==> src/rtl/pipeline_control_pkg.sv <==
// Shared types and constants for the pipeline sequencer.
package pipeline_control_pkg;

    localparam int unsigned STALL_W_DEF = 16;

    typedef enum logic [1:0] {
        RUN    = 2'd0,
        DRAIN  = 2'd1,
        HALTED = 2'd2
    } pipe_state_t;

endpackage : pipeline_control_pkg

==> src/rtl/pipeline_control_if.sv <==
// Control bundle between the pipeline sequencer (master) and the datapath/caches (slave).
interface pipeline_control_if #(
    parameter int unsigned STALL_W = 16
);
    logic               ihit;
    logic               dhit;
    logic               dREN_m;
    logic               dWEN_m;
    logic               load_use;
    logic               redirect_ex;
    logic               halt_ex;
    logic               halt_wb;

    logic               pc_en;
    logic               ifid_en;
    logic               idex_en;
    logic               exmem_en;
    logic               memwb_en;
    logic               ifid_flush;
    logic               idex_flush;
    logic               imemREN;
    logic               dmemREN;
    logic               dmemWEN;
    logic               halted;
    logic [STALL_W-1:0] stall_cnt;

    modport master (
        input  ihit, dhit, dREN_m, dWEN_m, load_use, redirect_ex, halt_ex, halt_wb,
        output pc_en, ifid_en, idex_en, exmem_en, memwb_en, ifid_flush, idex_flush,
               imemREN, dmemREN, dmemWEN, halted, stall_cnt
    );

    modport slave (
        output ihit, dhit, dREN_m, dWEN_m, load_use, redirect_ex, halt_ex, halt_wb,
        input  pc_en, ifid_en, idex_en, exmem_en, memwb_en, ifid_flush, idex_flush,
               imemREN, dmemREN, dmemWEN, halted, stall_cnt
    );

endinterface : pipeline_control_if

==> src/rtl/pipeline_control_hit_latch.sv <==
// Remembers a one-cycle memory completion until the pipeline actually advances.
module pipeline_control_hit_latch (
    input  logic CLK,
    input  logic nRST,
    input  logic i_hit,
    input  logic i_advance,
    output logic o_seen
);

    logic r_seen;

    always_ff @(posedge CLK or negedge nRST) begin
        if (!nRST) begin
            r_seen <= 1'b0;
        end else if (i_advance) begin
            r_seen <= 1'b0;
        end else if (i_hit) begin
            r_seen <= 1'b1;
        end
    end

    assign o_seen = r_seen;

endmodule : pipeline_control_hit_latch

==> src/rtl/pipeline_control.sv <==
// Pipeline sequencer: folds fetch/data completion, hazards, redirect and halt into
// one advance decision and drives latch enables, flushes and masked memory requests.
module pipeline_control
    import pipeline_control_pkg::*;
#(
    parameter int unsigned STALL_W = STALL_W_DEF
) (
    input  logic               CLK,
    input  logic               nRST,
    pipeline_control_if.master bus
);

    pipe_state_t        r_state;
    pipe_state_t        w_state_next;
    logic               w_ihit_seen;
    logic               w_dhit_seen;
    logic               w_dreq;
    logic               w_fetch_ok;
    logic               w_mem_ok;
    logic               w_advance;
    logic [STALL_W-1:0] r_stall_cnt;

    // Advance decision: both memories satisfied (now or earlier) and not halted.
    assign w_dreq     = bus.dREN_m | bus.dWEN_m;
    assign w_fetch_ok = bus.ihit | w_ihit_seen | (r_state == DRAIN);
    assign w_mem_ok   = ~w_dreq | bus.dhit | w_dhit_seen;
    assign w_advance  = w_fetch_ok & w_mem_ok & (r_state != HALTED);

    pipeline_control_hit_latch u_ihit_latch (
        .CLK       (CLK),
        .nRST      (nRST),
        .i_hit     (bus.ihit),
        .i_advance (w_advance),
        .o_seen    (w_ihit_seen)
    );

    pipeline_control_hit_latch u_dhit_latch (
        .CLK       (CLK),
        .nRST      (nRST),
        .i_hit     (bus.dhit),
        .i_advance (w_advance),
        .o_seen    (w_dhit_seen)
    );

    always_ff @(posedge CLK or negedge nRST) begin
        if (!nRST) begin
            r_state <= RUN;
        end else begin
            r_state <= w_state_next;
        end
    end

    // A halt reaching WB wins over a halt entering EX in the same cycle.
    always_comb begin
        w_state_next = r_state;
        case (r_state)
            RUN: begin
                if (w_advance && bus.halt_wb) begin
                    w_state_next = HALTED;
                end else if (w_advance && bus.halt_ex) begin
                    w_state_next = DRAIN;
                end
            end
            DRAIN: begin
                if (w_advance && bus.halt_wb) begin
                    w_state_next = HALTED;
                end
            end
            HALTED:  w_state_next = HALTED;
            default: w_state_next = RUN;
        endcase
    end

    // In DRAIN everything younger than the halt is dead, so bubbles replace any redirect.
    always_comb begin
        bus.pc_en      = 1'b0;
        bus.ifid_en    = 1'b0;
        bus.idex_en    = 1'b0;
        bus.exmem_en   = 1'b0;
        bus.memwb_en   = 1'b0;
        bus.ifid_flush = 1'b0;
        bus.idex_flush = 1'b0;
        bus.imemREN    = (r_state == RUN) & ~w_ihit_seen;
        bus.dmemREN    = bus.dREN_m & ~w_dhit_seen & (r_state != HALTED);
        bus.dmemWEN    = bus.dWEN_m & ~w_dhit_seen & (r_state != HALTED);
        bus.halted     = (r_state == HALTED);

        if (w_advance) begin
            bus.pc_en    = 1'b1;
            bus.ifid_en  = 1'b1;
            bus.idex_en  = 1'b1;
            bus.exmem_en = 1'b1;
            bus.memwb_en = 1'b1;
            if (r_state == DRAIN) begin
                bus.pc_en      = 1'b0;
                bus.ifid_flush = 1'b1;
                bus.idex_flush = 1'b1;
            end else if (bus.redirect_ex) begin
                bus.ifid_flush = 1'b1;
                bus.idex_flush = 1'b1;
            end else if (bus.load_use) begin
                bus.pc_en      = 1'b0;
                bus.ifid_en    = 1'b0;
                bus.idex_flush = 1'b1;
            end
        end
    end

    // Saturating count of live cycles lost to stalls.
    always_ff @(posedge CLK or negedge nRST) begin
        if (!nRST) begin
            r_stall_cnt <= '0;
        end else if ((r_state != HALTED) && !w_advance && (r_stall_cnt != '1)) begin
            r_stall_cnt <= r_stall_cnt + STALL_W'(1);
        end
    end

    assign bus.stall_cnt = r_stall_cnt;

endmodule : pipeline_control

==> src/flat_wrapper.sv <==
// flat-port wrapper written by rule: the top's interface ports become plain ports
module pipeline_control_flat import pipeline_control_pkg::*;
#(
    parameter int unsigned STALL_W = STALL_W_DEF
)
  (CLK, nRST, bus_ihit, bus_dhit, bus_dREN_m, bus_dWEN_m, bus_load_use, bus_redirect_ex, bus_halt_ex, bus_halt_wb, bus_pc_en, bus_ifid_en, bus_idex_en, bus_exmem_en, bus_memwb_en, bus_ifid_flush, bus_idex_flush, bus_imemREN, bus_dmemREN, bus_dmemWEN, bus_halted, bus_stall_cnt);
  pipeline_control_if #(.STALL_W(STALL_W)) bus_i ();
  input  logic CLK;
  input  logic nRST;
  input wire logic [$bits(bus_i.ihit)-1:0] bus_ihit;
  input wire logic [$bits(bus_i.dhit)-1:0] bus_dhit;
  input wire logic [$bits(bus_i.dREN_m)-1:0] bus_dREN_m;
  input wire logic [$bits(bus_i.dWEN_m)-1:0] bus_dWEN_m;
  input wire logic [$bits(bus_i.load_use)-1:0] bus_load_use;
  input wire logic [$bits(bus_i.redirect_ex)-1:0] bus_redirect_ex;
  input wire logic [$bits(bus_i.halt_ex)-1:0] bus_halt_ex;
  input wire logic [$bits(bus_i.halt_wb)-1:0] bus_halt_wb;
  output wire logic [$bits(bus_i.pc_en)-1:0] bus_pc_en;
  output wire logic [$bits(bus_i.ifid_en)-1:0] bus_ifid_en;
  output wire logic [$bits(bus_i.idex_en)-1:0] bus_idex_en;
  output wire logic [$bits(bus_i.exmem_en)-1:0] bus_exmem_en;
  output wire logic [$bits(bus_i.memwb_en)-1:0] bus_memwb_en;
  output wire logic [$bits(bus_i.ifid_flush)-1:0] bus_ifid_flush;
  output wire logic [$bits(bus_i.idex_flush)-1:0] bus_idex_flush;
  output wire logic [$bits(bus_i.imemREN)-1:0] bus_imemREN;
  output wire logic [$bits(bus_i.dmemREN)-1:0] bus_dmemREN;
  output wire logic [$bits(bus_i.dmemWEN)-1:0] bus_dmemWEN;
  output wire logic [$bits(bus_i.halted)-1:0] bus_halted;
  output wire logic [$bits(bus_i.stall_cnt)-1:0] bus_stall_cnt;
  assign bus_i.ihit = bus_ihit;
  assign bus_i.dhit = bus_dhit;
  assign bus_i.dREN_m = bus_dREN_m;
  assign bus_i.dWEN_m = bus_dWEN_m;
  assign bus_i.load_use = bus_load_use;
  assign bus_i.redirect_ex = bus_redirect_ex;
  assign bus_i.halt_ex = bus_halt_ex;
  assign bus_i.halt_wb = bus_halt_wb;
  assign bus_pc_en = bus_i.pc_en;
  assign bus_ifid_en = bus_i.ifid_en;
  assign bus_idex_en = bus_i.idex_en;
  assign bus_exmem_en = bus_i.exmem_en;
  assign bus_memwb_en = bus_i.memwb_en;
  assign bus_ifid_flush = bus_i.ifid_flush;
  assign bus_idex_flush = bus_i.idex_flush;
  assign bus_imemREN = bus_i.imemREN;
  assign bus_dmemREN = bus_i.dmemREN;
  assign bus_dmemWEN = bus_i.dmemWEN;
  assign bus_halted = bus_i.halted;
  assign bus_stall_cnt = bus_i.stall_cnt;
  pipeline_control #(.STALL_W(STALL_W)) u_core (.CLK(CLK), .nRST(nRST), .bus(bus_i));
endmodule
==> config.mk <==
export PLATFORM = sky130hd
export DESIGN_NAME = pipeline_control_flat
export DESIGN_NICKNAME = d
export VERILOG_FILES = /design/src/rtl/pipeline_control_pkg.sv /design/src/rtl/pipeline_control_if.sv /design/src/rtl/pipeline_control_hit_latch.sv /design/src/rtl/pipeline_control.sv /design/src/flat_wrapper.sv
export SDC_FILE = /design/constraint.sdc
export NUM_CORES = 1
export LEC_CHECK = 0
export CAP_MARGIN = 20
export CELL_PAD_IN_SITES_DETAIL_PLACEMENT = 0
export CELL_PAD_IN_SITES_GLOBAL_PLACEMENT = 1
export CORE_MARGIN = 4
export CORE_UTILIZATION = 34
export DETAILED_ROUTE_END_ITERATION = 8
export GPL_ROUTABILITY_DRIVEN = 0
export PLACE_DENSITY = 0.83
export SLEW_MARGIN = 20
export SYNTH_ARGS = -nofsm -noshare
export SYNTH_HDL_FRONTEND = slang
export SYNTH_HIERARCHICAL = 1
export SYNTH_SLANG_ARGS = --single-unit
==> constraint.sdc <==
create_clock -name CLK -period 2.7 [get_ports CLK]
set_input_delay 0.405 -clock CLK [delete_from_list [all_inputs] [get_ports CLK]]
set_output_delay 0.405 -clock CLK [all_outputs]
set_load 0.01 [all_outputs]
==> metrics.cfg <==
[worst_setup_path]
worstPathCellList = inv_1 -> ha_4 -> or3_4 -> o31a_4 -> nand2b_4 -> nor2_1 -> clkdlybuf4s50_1
cp.depth = 7
critPathLaunchType = flop
cp.required_ns = 2.30
timing.rr.start = u_core/r_state[1]
crit_path_end_kind = output port
r2r_cells = 7
crit_path_max_fanout = 7
cp.arrival_ns = 2.10
critPathKind = flop to output port
critical_path.slowest_cell = clkdlybuf4s50_1
critPathLaunch = u_core/r_state[1]
cpLargestDelayFamily = buffers and inverters
cpPeakStageDelay_ns = 0.48
critical_path_buf_inv_count = 2

[cells_and_area]
instances_no_fill = 189
antenna_cells = 0
design_area_mm2 = 0.00161
nets = 161
utilization_pct = 52.0
syn2layout_area_growth_pct = 44.9
drive_above_1_share_pct = 13.1

[hold_path]
hold_path.class = input pin to async pin

[placed_design]
place_inst = 185
place_area_mm2 = 0.00153
hpwl_mm = 1.93
numPortBuffers = 36

[clock_network]
clk_pin_slew_ns = 0.12
cts_made_buffers = 3
cts_buffer_depth = 2
root_buffer = clkbuf_4
clock_sinks = 20
clk_latency_ns = 0.30
tritoncts = yes
cts_max_level = 1

[floorplanning]
die_y_um = 65.2
pin_count = 37
placementRows = 20
dieWidth_um = 65.2
start_util_pct = 35.9
fp.coreArea_mm2 = 0.00310
die_area_mm2 = 0.00425

[timing]
setup_tns_ns = 0
fin_crit_sh_pct = 92.9
worstMarginPinSlew_ns = 0.495
fin_crit_ns = 2.51
setup_viol = 0
fin_worst_skew_ns = 0.00561
relSlewSlack_pct = 66.7
final_hold_viol_count = 0
rsz0062_at_grt = false
fmax_ghz = 0.399
slew_viol_final = 0

[logic_synthesis]
synth.distinct_cells = 34
synth_top_area_share_pct = 44.9
ys_seq_area_share_pct = 44.9
yosysWarningCount = 6
ys_seq_elements = 20
synth_edf_count = 0
postSynthCellCount = 105
async_flop_share_pct = 100
avgSynthCellArea_um2 = 10.6
synth.largest_area_cell = dfrtp_1
synth_ff_type = dfrtp_1
synth_area_leaders = dfrtp_1 (45%), xnor2_1 (7.9%), ha_1 (5.6%)
synthesis.nets = 120
syn_area_mm2 = 0.00111

[global_routing]
grt_max_degree = 21
grt.total_usage_pct = 12.7
grt_pass1_wl_mm = 4.35
grt_antenna_before_repair = 0
overflow = 0
grt_pass1_vias = 968

[power_and_ir_drop]
power_leakage_uw = 0.000698
max-vdd-ir-drop_uv = 416
power_density_mw_per_mm2 = 922

[detailed_routing]
avgViaCountPerCell = 4.86
firstDrtPassIters = 4
post-route-drc-count = 0
drt_iter0_drc = 55
antenna_left = 0
num_vias = 918
wl_per_cell_um = 13.3
drt-total-wl_mm = 2.51

[outcome]
status = completed

[flow_run]
drv_cap = 0

==> cells in the mapped netlist, types with 2 or more instances <==
cell	count
dfrtp_1	20
xnor2_1	10
nor2_1	8
nand3_1	7
nand2_1	6
nand4_1	6
ha_1	5
xor2_1	4
a21oi_1	3
inv_1	3
nor3_2	3
buf_4	2
nand2b_1	2
nor2b_1	2
nor3_1	2
nor3b_1	2
o21ba_1	2
o22ai_1	2
==> report_power, final <==
part           internal (uW)  switching, uW
clock network            150           94.0
registers                378           99.6
logic                    420            347
total                    948            540
==> layer usage <==
| metal | vias to the layer above | wire, um | track usage, % |
|---|---|---|---|
| met5 | - | 0 | 0 |
| met4 | 0 | 0 | 3.63 |
| met3 | 0 | 154 | 2.56 |
| met2 | 27 | 1180 | 21.2 |
| met1 | 435 | 1170 | 16.4 |
| li1 | 456 | - | - |
==> cell families after synthesis <==
| group | after synthesis | synth area share, % |
|---|---|---|
| flops | 20 | 44.9 |
| simple gates | 47 | 26.1 |
| fa+ha+maj | 5 | 5.62 |
| mux | 1 | 1.01 |
| xor+xnor | 14 | 11.0 |
| buf+inv | 5 | 2.36 |
| compound gates | 13 | 8.99 |
==> final timing paths <==
kind	endpoint	slack (ns)
worst max-delay path	bus_ifid_flush	0.19
worst max register to register	u_core/bus.stall_cnt[14]	0.53
worst min register to register	u_core/bus.stall_cnt[12]	0.52
max in group asynchronous	u_core/bus.stall_cnt[8]	2.06
worst min-delay path	u_core/bus.stall_cnt[3]	0.44
min in group CLK	u_core/bus.stall_cnt[12]	0.52
==> cell usage in the layout (no fill, tap or decap), types with 2 or more instances in the layout <==
cell | netlist | layout
nor3_2 | 3 | 3
nor3b_1 | 2 | 2
dlymetal6s2s_1 | 0 | 5
nor2b_1 | 2 | 2
nand4_1 | 6 | 6
clkbuf_4 | 0 | 3
nand3_1 | 7 | 7
nor3_1 | 2 | 2
nand2_1 | 6 | 6
dfrtp_1 | 20 | 20
ha_1 | 5 | 4
o22ai_1 | 2 | 2
inv_1 | 3 | 3
nor2_1 | 8 | 8
xnor2_1 | 10 | 10
a21oi_1 | 3 | 3
clkdlybuf4s50_1 | 0 | 31
xor2_1 | 4 | 4
o21ba_1 | 2 | 2
buf_4 | 2 | 2
==> state kept, by name, summed over array words and instances (netlist names) <==
| name | cells |
|---|---|
| u_core/bus.stall_cnt | 16 |
| u_core/r_state | 2 |
| u_core/u_dhit_latch/o_seen | 1 |
| u_core/u_ihit_latch/o_seen | 1 |
==> worst register-to-register path, stage by stage (launching register included) <==
cell and delay, ns:
dfrtp_1 0.40, inv_1 0.10, ha_4 0.19, or3_4 0.33
o31a_4 0.15, or4_4 0.56, nor3_2 0.21, xor2_1 0.15
==> layout make-up <==
| type | instances | area, um2 |
|---|---|---|
| Clock buffer | 3 | 22.5 |
| Inverter | 3 | 11.3 |
| Fill cell | 307 | 1490 |
| Clock inverter | 1 | 30.0 |
| Sequential cell | 20 | 500 |
| Tap cell | 44 | 55.1 |
| Multi-Input combinational cell | 80 | 607 |
| Timing Repair Buffer | 38 | 388 |
==> per-stage QoR <==
stage / total power, uW / setup slack (ns) / hold WS (ns)
2_1_floorplan: 890 / 0.607 / 0.109
3_3_place_gp: 1230 / 0.128 / 0.492
3_5_place_dp: 1240 / 0.0963 / 0.513
4_1_cts: 1510 / 0.0454 / 0.432
5_1_grt: 1610 / 0.0567 / 0.429
6_report: 1490 / 0.191 / 0.435
==> what timing repair did <==
item | CTS | global route
gates cloned | 0 | 0
hold endpoints to repair | 0 | 0
setup endpoints to repair | 7 | 6
buffers inserted | 0 | 0
gates resized for setup | 2 | 6
hold buffers | 0 | 0
Power figures use the tool's default switching activity.
